## config.mk

```make
export PLATFORM = sky130hd
export DESIGN_NAME = imm_seq_ctrl
export DESIGN_NICKNAME = d
export VERILOG_FILES = /design/src/rtl/imm_seq_ctrl.sv
export SDC_FILE = /design/constraint.sdc
export NUM_CORES = 1
export LEC_CHECK = 0
export ABC_AREA = 1
export BUFFER_PORTS_ARGS = -buffer_cell sky130_fd_sc_hd__buf_2
export CAP_MARGIN = 20
export CORE_MARGIN = 1.5
export CORE_UTILIZATION = 36
export CTS_CLUSTER_SIZE = 14
export DETAILED_ROUTE_END_ITERATION = 7
export PLACE_DENSITY = 0.8
export REMOVE_ABC_BUFFERS = 1
export SETUP_SLACK_MARGIN = 0.4
export SYNTH_ARGS = -nofsm -noshare
export SYNTH_HDL_FRONTEND = slang
export SYNTH_SLANG_ARGS = --single-unit
```

## constraint.sdc

```tcl
create_clock -name clk -period 0.8 [get_ports clk]
set_input_delay 0.04 -clock clk [delete_from_list [all_inputs] [get_ports clk]]
set_output_delay 0.04 -clock clk [all_outputs]
set_load 0.02 [all_outputs]
```

## src/rtl/imm_seq_ctrl.sv

```systemverilog
// imm_seq_ctrl: ID->EX immediate sequencer. Selects sign/zero extension for the
// 6-bit immediate and registers the immediate into EX. With IMM_PREFIX_EN
// defined, an immediate-prefix opcode (PREFIX_OPC) supplies the upper 10 bits
// of a full 16-bit immediate for the next instruction.
// Optional feature macro: IMM_PREFIX_EN (undefined = prefix support removed).
module imm_seq_ctrl #(
  parameter logic [3:0]  PREFIX_OPC = 4'hF,
  parameter logic [15:0] ZEXT_MASK  = 16'h000C
) (
  input  logic        clk,
  input  logic        reset,
  input  logic [15:0] instr,
  input  logic        instr_valid,
  input  logic        stall,
  input  logic        flush,
  input  logic [15:0] ext_in,
  output logic        ext_ctrl,
  output logic [15:0] imm_out,
  output logic        imm_valid,
  output logic        prefix_pending,
  output logic        prefix_err
);

  logic [3:0]  opc;
  logic [15:0] imm_nxt;
  logic        vld_nxt;

  assign opc = instr[15:12];

  // Extender control depends only on the opcode, never on pipeline state.
  assign ext_ctrl = ~ZEXT_MASK[opc];

`ifdef IMM_PREFIX_EN
  typedef enum logic {IDLE = 1'b0, HELD = 1'b1} state_t;

  state_t      state, state_nxt;
  logic [9:0]  payload, payload_nxt;
  logic        err_nxt;
  logic        unused_bits;

  assign unused_bits = ^instr[11:10];

  // State, payload and registered outputs; reset beats flush/stall/valid.
  always_ff @(posedge clk) begin
    if (reset) begin
      state      <= IDLE;
      payload    <= 10'h000;
      imm_out    <= 16'h0000;
      imm_valid  <= 1'b0;
      prefix_err <= 1'b0;
    end else begin
      state      <= state_nxt;
      payload    <= payload_nxt;
      imm_out    <= imm_nxt;
      imm_valid  <= vld_nxt;
      prefix_err <= err_nxt;
    end
  end

  // Next-state and next-output decode; flush wins over stall and valid.
  always_comb begin
    state_nxt   = state;
    payload_nxt = payload;
    imm_nxt     = imm_out;
    vld_nxt     = imm_valid;
    err_nxt     = 1'b0;
    if (flush) begin
      state_nxt   = IDLE;
      payload_nxt = 10'h000;
      vld_nxt     = 1'b0;
    end else if (stall) begin
      // hold everything; error pulse drops
    end else if (instr_valid) begin
      if (opc == PREFIX_OPC) begin
        // later prefix wins; back-to-back prefixes flag an error
        err_nxt     = (state == HELD);
        payload_nxt = instr[9:0];
        state_nxt   = HELD;
        vld_nxt     = 1'b0;
      end else begin
        vld_nxt   = 1'b1;
        imm_nxt   = (state == HELD) ? {payload, instr[5:0]} : ext_in;
        state_nxt = IDLE;
      end
    end else begin
      vld_nxt = 1'b0;
    end
  end

  assign prefix_pending = (state == HELD);

`else
  logic unused_bits;

  assign unused_bits = ^instr[11:0];

  // Registered immediate path; every opcode takes the extender result.
  always_ff @(posedge clk) begin
    if (reset) begin
      imm_out   <= 16'h0000;
      imm_valid <= 1'b0;
    end else begin
      imm_out   <= imm_nxt;
      imm_valid <= vld_nxt;
    end
  end

  // Next-output decode: flush clears, stall holds, idle slot drops valid.
  always_comb begin
    imm_nxt = imm_out;
    vld_nxt = imm_valid;
    if (flush) begin
      vld_nxt = 1'b0;
    end else if (stall) begin
      // hold
    end else if (instr_valid) begin
      vld_nxt = 1'b1;
      imm_nxt = ext_in;
    end else begin
      vld_nxt = 1'b0;
    end
  end

  assign prefix_pending = 1'b0;
  assign prefix_err     = 1'b0;
`endif

endmodule

```

==> impl_metrics.toml, run 1 <==
[setup_path]
critPathRequiredTime_ns = 0.76
crit_arrival_ns = 0.75
worstSetupStartpointType = "register"
r2r_cells = 3
cp_slowest_stage_delay_ns = 0.35
cp-end-kind = "output pin"
crit_path_max_fanout = 2
cp_slowest_cell = "dfxtp_2"
crit_path_cell_trace = "buf_6"
critical_path_class = "reg -> out"
path_buf_inv = 1
critical_path_depth = 1
crit_family = "flip-flops"

[drt]
post_drt_wl_per_cell_um = 9.79
vias = 850
drc = 0
finalWirelength_um = 1850
first_iter_violations = 3
drtPass1Iterations = 4
drtAntennaViolNets = 0
via_per_inst = 4.50

[floorplan]
io_pins = 57
rows = 17
initial_core_util_pct = 37.9
core_um2 = 2190
die_w_um = 51.0
fp.dieH_um = 51.0
dieArea_um2 = 2600

[run_status]
status = "finished, final reports clean"

[logic_synthesis]
ys_ff_latch = 17
synth_top_family_by_area = "simple AND/OR/NAND/NOR gates"
synth.area.mux_share_pct = 0
syn_area_per_cell_um2 = 7.09
synthDistinctLibCells = 15
synthCells = 117
synth_area_leaders = "dfxtp_1 (41%), a21oi_1 (10%), inv_1 (8.6%)"
synthAdderAreaFrac_pct = 0
yosysWarnings = 0
synth-xor-area-share_pct = 0
syn_area_um2 = 830
ys_seq_area_share_pct = 41.0
synth_largest_area_cell = "dfxtp_1"
synth_simple_gate_area_share_pct = 29.9
synth_compound_area_share_pct = 10.3
synth_top_area_share_pct = 41.0

[grt]
antenna_found_initial = 0
grt.overflow.total = 0
grt_pass1_vias = 746
grt_max_degree = 34
grtUsageTotal_pct = 15.1
grt_pass1_wl_um = 2970

[placed_design]
hpwl_um = 1240
place_congestion = 0.568
portBuffers = 41
post-place-ws_ns = 0.0118
placed_area_um2 = 1050

[sta]
setup_tns_ns = 0
setup_viol = 0
max_freq_ghz = 1.26
rsz0062_at_grt = "yes"
worst_slack_ns = 0.00915
fin_crit_ns = 0.791
finalClockSkew_ns = 0
drv_slew = 0
finalCritPeriodShare_pct = 98.9
finalHoldViolCount = 0

[final_layout]
final_cell_mix = "buf_2 (22), buf_6 (20), inv_1 (19), nor2_1 (18), dfxtp_2 (17)"
fin_util_pct = 59.2
seq_area_um2 = 362
fillerInstances = 203
diodes = 0
drive_above_1_share_pct = 50.9
final_common_cell = "buf_2"
fin_nets = 199
design_area_um2 = 1300
area_growth_pct = 56.4
multi_input_area_um2 = 378

[clock_network]
path_clk_slew_ns = 0.09
clock_latency_ns = 0.28
cts_tree = "built"
cts_htree_levels = 1
cts.path.max_buffers = 2
cts_inserted_buffers = 3
clock-root-buffer = "clkbuf_4"
cts.sinks = 17

[power]
ir_drop_mv = 0.746
p_per_area_nw_per_um2 = 1420
leakagePower_nw = 0.662

[job]
cap_violations = 0

[min_path]
hp-class = "in -> reg"
holdPathStages = 3
==> cell usage after synthesis (all sizes together) <==
| master | number |
|---|---|
| buf | 9 |
| clkbuf | 1 |
| inv | 19 |
| nand3b | 1 |
| conb | 1 |
| a21oi | 17 |
| nor2 | 19 |
| or2 | 1 |
| nand2 | 16 |
| dfxtp | 17 |
| nand3 | 16 |
==> metrics by stage <==
stage                     power [mW]  cells  hold slack, ns
after floorplan                 1.12    108           0.183
after global placement          1.29    180           0.295
after detailed placement        1.31    180           0.305
after CTS                       1.85    188        -0.00750
after global routing            1.94    189         0.00635
final                           1.84    189         0.00144
==> final cells by class <==
class                      instances  area share [%]
clock buffer                       4            2.03
inverter                          19            5.50
multi-input combinational         72            29.1
sequential                        17            27.9
tap                               28            2.70
timing repair buffer              49            32.8
==> power by group <==
group          total [mW]  internal (mW)  leakage, nW  switching (mW)
clock network       0.440          0.193       0.0150           0.247
registers           0.929          0.897        0.146          0.0312
logic               0.468          0.233        0.501           0.235
total                1.84           1.32        0.662           0.513
==> flip-flops by register name (all words and copies together), names as in the netlist <==
register	flops
imm_out	16
imm_valid	1
==> final timing paths <==
kind | startpoint | to | slack [ns]
setup / recovery | imm_out[7] | imm_out[7] | 0.009
hold / removal | reset | imm_valid | 0.001
setup reg to reg | imm_valid | imm_valid | 0.09
hold reg to reg | imm_out[10] | imm_out[10] | 0.48
==> repair_timing <==
action	in CTS	in global routing
resized for setup	60	4
pin swaps	4	3
hold endpoints to repair	1	0
setup buffers	4	1
endpoints found under the setup margin	35	35
==> cells by family (layout without fill, tap and decap cells) <==
logic type             count (synthesis)  after routing
and+or+nand+nor                       53             53
buffers and inverters                 29             72
DFF                                   17             17
AOI/OAI and AO/OA                     17             17
other                                  1              2
==> worst register-to-register path, stage by stage, from the launching register on <==
cell and delay [ns]:
dfxtp_2 0.34, buf_4 0.13, a21oi_2 0.10, nor2_1 0.05
==> per-layer routing <==
metal	up-vias	global-route usage, %	routed length [µm]
met5	-	0	0
met2	28	30.3	927
met1	373	15.1	821
met4	0	6.76	9
li1	447	-	-
met3	2	1.75	93
Note: power is estimated with default switching activity, not from simulation.
==> run 2: changes to the inputs <==
--- a/config.mk
+++ b/config.mk
@@ -5,14 +5,13 @@
 export SDC_FILE = /design/constraint.sdc
 export NUM_CORES = 1
 export LEC_CHECK = 0
-export ABC_AREA = 1
 export BUFFER_PORTS_ARGS = -buffer_cell sky130_fd_sc_hd__buf_2
 export CAP_MARGIN = 20
 export CORE_MARGIN = 1.5
-export CORE_UTILIZATION = 36
+export CORE_UTILIZATION = 35
 export CTS_CLUSTER_SIZE = 14
 export DETAILED_ROUTE_END_ITERATION = 7
-export PLACE_DENSITY = 0.8
+export PLACE_DENSITY = 0.79
 export REMOVE_ABC_BUFFERS = 1
 export SETUP_SLACK_MARGIN = 0.4
 export SYNTH_ARGS = -nofsm -noshare
==> run 2 against run 1 <==
Net effect:
- the flow now finishes with violations (negative hold slack, negative setup slack)
- combinational power decreased by 22%
- die area decreased by 0.98%
- sequential share of layout area decreased by 0.50 points
- hold slack got worse by 0.046 ns
- power decreased by 6.3%
- critical path depth unchanged
- critical endpoint is now imm_out[14]
==> impl_metrics.toml, run 2 <==
[run_status]
status = "complete, but fails checks"
violations = "negative hold slack, negative setup slack"

[setup_path]
critPathRequiredTime_ns = 0.76
critical_path_class = "reg -> out"
path_buf_inv = 1
crit_arrival_ns = 0.77
crit_path_cell_trace = "buf_6"
crit_path_max_fanout = 2
cp_slowest_cell = "dfxtp_2"
cp_slowest_stage_delay_ns = 0.37
worstSetupStartpointType = "register"
cp-end-kind = "output pin"
crit_family = "flip-flops"

[logic_synthesis]
syn_area_um2 = 798
synthArstFlopShare_pct = 0
synth_area_leaders = "dfxtp_1 (43%), nand2b_1 (25%), mux2i_1 (21%)"
yosysWarnings = 0
synth_edf_count = 0
synthDistinctLibCells = 11
yosys-top-cells-count = "nand2b_1 (32), dfxtp_1 (17), mux2i_1 (17)"
syn_area_per_cell_um2 = 10.4
synthCells = 77
synth_ff_type = "dfxtp_1"
synth_top_area_share_pct = 42.6
synth_largest_area_cell = "dfxtp_1"
ys_ff_latch = 17
ys_seq_area_share_pct = 42.6
synthMostInstantiatedCell = "nand2b_1"

[placed_design]
place_congestion = 0.649
portBuffers = 41
hpwl_um = 1160
dp_cells = 144

[final_layout]
final_common_cell = "nand2b_1"
largest_reg_flops = 16
fin_nets = 166
top_regs = "imm_out: 16 flops, imm_valid: 1 flops"
area_growth_pct = 65.5
diodes = 0
stdcell_count = 156
final_cell_mix = "nand2b_1 (29), buf_6 (28), buf_2 (21), mux2i_1 (17), dfxtp_2 (17)"
drive_above_1_share_pct = 60.9
max_flop_register = "imm_out"

[clock_network]
cts.sinks = 17
clock-root-buffer = "clkbuf_4"
cts_htree_levels = 1
cts_tree = "built"
path_clk_slew_ns = 0.09
cts_inserted_buffers = 3
clock_latency_ns = 0.28
cts.path.max_buffers = 2

[power]
ir_drop_mv = 0.679
total_power_mw = 1.72
p_per_area_nw_per_um2 = 1300
leakagePower_nw = 0.583

[floorplan]
die_w_um = 50.8
core_um2 = 2190
io_pins = 57
dieArea_um2 = 2580
initial_core_util_pct = 36.4
rows = 17
fp.dieH_um = 50.8

[sta]
worst_slack_ns = -0.0104
setup_viol = 3
drv_slew = 0
max_freq_ghz = 1.23
finalClockSkew_ns = 0
finalHoldViolCount = 3
hold_ws_ns = -0.0447
rsz0062_at_grt = "yes"
fin_crit_ns = 0.810
finalCritPeriodShare_pct = 101

[grt]
grt_pass1_wl_um = 3010
grtUsageTotal_pct = 16.0
grt_max_degree = 34
grt.overflow.total = 0
grt_pass1_vias = 687
antenna_found_initial = 0

[drt]
drtAntennaViolNets = 0
drtPass1Iterations = 4
via_per_inst = 4.47
vias = 698
first_iter_violations = 3
post_drt_wl_per_cell_um = 12.8
finalWirelength_um = 2000
drc = 0

[min_path]
hp-class = "in -> reg"

[job]
cap_violations = 0
-- run 2: changes by cell type in the layout (fill, tap and decap cells not counted), sizes merged, moves of 16 or more --
| cell | before | now |
|---|---|---|
| nand2b | 0 | 32 |
| inv | 19 | 0 |
| nor2 | 19 | 0 |
| a21oi | 17 | 0 |
| mux2i | 0 | 17 |
| nand2 | 16 | 0 |
| nand3 | 16 | 0 |
-- run 2: timing repair --
action                                 in CTS  in global routing
setup buffers                               4                  4
gates resized for setup                    56                 11
endpoints found under the hold margin       8                  6
setup endpoints to repair                  35                 35
pin swaps                                   1                  0
-- run 2: final cells by class --
cell class                      instances  area, µm²
Timing Repair Buffer                   53        463
Tap cell                               28       35.0
Clock buffer                            4       26.3
Fill cell                             185        870
Sequential cell                        17        362
Multi-Input combinational cell         54        435
-- run 2: where the power goes --
group	internal (mW)	switching (mW)
clock network	0.194	0.259
logic	0.213	0.150
registers	0.881	0.0239
-- run 2: per-layer routing --
metal | global-route usage [%] | up-vias | share of wire (%)
met4 | 8.11 | 0 | 1.3
met3 | 3.27 | 4 | 6.0
li1 | - | 345 | -
met2 | 29.4 | 30 | 54
met1 | 16.9 | 319 | 39
met5 | 0 | - | 0
-- run 2: through the flow --
step	TNS [ns]	util, %	setup slack, ns	hold WS [ns]	area (µm²)
after floorplan	-8.50	-	-0.531	0.117	744
after global placement	-0.691	47.2	-0.0536	0.255	1030
after detailed placement	-1.01	47.2	-0.103	0.269	1030
after CTS	-0.000681	56.4	-0.000681	-0.0550	1240
after global routing	-0.534	60.3	-0.0477	-0.0578	1320
final	-0.0127	60.3	-0.0104	-0.0447	1320
-- run 2: worst register-to-register path, cell delays in order (launching register included) --
cell	delay, ns
dfxtp_2	0.37
buf_6	0.10
nand2b_1	0.04
mux2i_1	0.11
-- run 2: logic make-up (layout without fill, tap and decap cells) --
kind of cell,count (synthesis),in the layout,share of synthesized area (%)
flip-flops,17,17,42.6
AND/OR/NAND/NOR,35,35,28.4
other,1,2,0.470
multiplexers,17,17,21.3
buffers and inverters,7,57,7.21
-- run 2: final timing paths --
path	startpoint	endpoint	slack [ns]	cells past startpoint
min reg2reg	imm_out[4]	imm_out[4]	0.48	2
max	imm_out[14]	imm_out[14]	-0.01	1
max reg2reg	imm_out[14]	imm_out[14]	0.11	3
min	flush	imm_valid	-0.04	2
==> run 3: changes to the inputs <==
--- a/config.mk
+++ b/config.mk
@@ -7,6 +7,7 @@
 export LEC_CHECK = 0
 export BUFFER_PORTS_ARGS = -buffer_cell sky130_fd_sc_hd__buf_2
 export CAP_MARGIN = 20
+export CORE_ASPECT_RATIO = 1.75
 export CORE_MARGIN = 1.5
 export CORE_UTILIZATION = 35
 export CTS_CLUSTER_SIZE = 14
==> run 3 against run 2 <==
Net effect:
- the run still ends with negative hold slack, negative setup slack left
- die area is 0.44% higher
- count of clock-buffer cells in the layout stayed put
- cell count is 6.4% lower
- non-clock buffer count is 6 lower
- maximum frequency is 0.41% higher
- critical path depth stayed put
- sequential power hardly changed
- critical path type unchanged
- critical endpoint is now imm_out[11]
- largest cell class is now multi-input combinational cells
- largest power group unchanged
==> impl_metrics.toml, run 3 (same netlist as run 2, synthesis figures left out) <==
[setup_path]
r2r_cells = 3
crit_family = "flip-flops"
cp_slowest_stage_delay_ns = 0.36
cp-end-kind = "output pin"
cp_slowest_cell = "dfxtp_2"
path_buf_inv = 1
critPathRequiredTime_ns = 0.76
worstSetupStartpointType = "register"
crit_path_cell_trace = "buf_6"
crit_arrival_ns = 0.77
critical_path_depth = 1
crit_path_max_fanout = 2
critical_path_class = "reg -> out"

[clock_network]
clock-root-buffer = "clkbuf_4"
cts_htree_levels = 1
cts.path.max_buffers = 2
cts_inserted_buffers = 3
clock_latency_ns = 0.28
cts_tree = "built"
path_clk_slew_ns = 0.10
cts.sinks = 17

[sta]
rsz0062_at_grt = "yes"
drv_slew = 0
worst_slack_ns = -0.00709
finalCritPeriodShare_pct = 101
finalClockSkew_ns = 0
max_freq_ghz = 1.24
hold_ws_ns = -0.0527
finalHoldViolCount = 5
fin_crit_ns = 0.807
setup_viol = 1

[final_layout]
fin_nets = 160
drive_above_1_share_pct = 58.2
top_regs = "imm_out: 16 flops, imm_valid: 1 flops"
largest_reg_flops = 16
diodes = 0
final_cell_mix = "nand2b_1 (30), buf_6 (23), buf_2 (21), mux2i_1 (17), dfxtp_2 (17)"
area_growth_pct = 56.0
final_common_cell = "nand2b_1"
max_flop_register = "imm_out"

[floorplan]
dieArea_um2 = 2590
core_um2 = 2120
io_pins = 57
die_w_um = 39.1
fp.dieH_um = 66.2
initial_core_util_pct = 37.7
rows = 22

[drt]
drtAntennaViolNets = 0
post_drt_wl_per_cell_um = 11.7
vias = 677
via_per_inst = 4.64
first_iter_violations = 6
drtPass1Iterations = 4
drc = 0
finalWirelength_um = 1700

[placed_design]
place_congestion = 0.639
hpwl_um = 1130
portBuffers = 41
post-place-ws_ns = -0.0771

[min_path]
hp-class = "in -> reg"
holdPathStages = 2

[run_status]
violations = "negative hold slack, negative setup slack"
status = "complete, but fails checks"

[grt]
antenna_found_initial = 0
grt.overflow.total = 0
grt_pass1_vias = 661
grtUsageTotal_pct = 14.3
grt_max_degree = 34
grt_pass1_wl_um = 2570

[power]
p_per_area_nw_per_um2 = 1360
ir_drop_mv = 1.07
total_power_mw = 1.69
leakagePower_nw = 0.542

[job]
cap_violations = 0
[run 3: stage by stage]
step | TNS [ns] | util, % | instances | area [µm²]
after CTS | -0.0243 | 56.7 | 144 | 1200
after detailed placement | -0.921 | 47.8 | 138 | 1010
final | -0.00709 | 58.7 | 146 | 1240
after floorplan | -8.50 | - | 71 | 744
after global routing | -0.227 | 58.7 | 146 | 1240
after global placement | -0.543 | 47.8 | 138 | 1010
[run 3: area by class of cell]
type | count | area [µm²]
fillers | 185 | 875
multi-input cells | 54 | 428
repair buffers | 47 | 399
flip-flops and latches | 17 | 362
well taps | 24 | 30.0
clock buffers | 4 | 26.3
[run 3: repair_timing]
action | CTS | global route
pin swaps | 1 | 1
gates resized for setup | 56 | 5
buffers inserted | 2 | 2
endpoints found under the setup margin | 35 | 35
hold endpoints to repair | 13 | 2
[run 3: worst paths after layout]
check,from,to,slack [ns]
setup / recovery,imm_out[11],imm_out[11],-0.007
hold / removal,flush,imm_valid,-0.05
setup reg to reg,imm_valid,imm_valid,0.03
hold reg to reg,imm_out[1],imm_out[1],0.48
[run 3: metal layers]
layer  track usage [%]  wire length, µm  up-vias  share of wire, %
met5                 0                0        -                 0
met4              9.05               35        0               2.1
met3              2.02              102        4               6.0
met2              25.0              951       32                56
met1              14.8              612      311                36
li1                  -                -      330                 -
[run 3: where the power goes]
group / switching, mW / internal (mW)
Combinational: 0.140 / 0.193
Clock: 0.265 / 0.194
Sequential: 0.0217 / 0.881
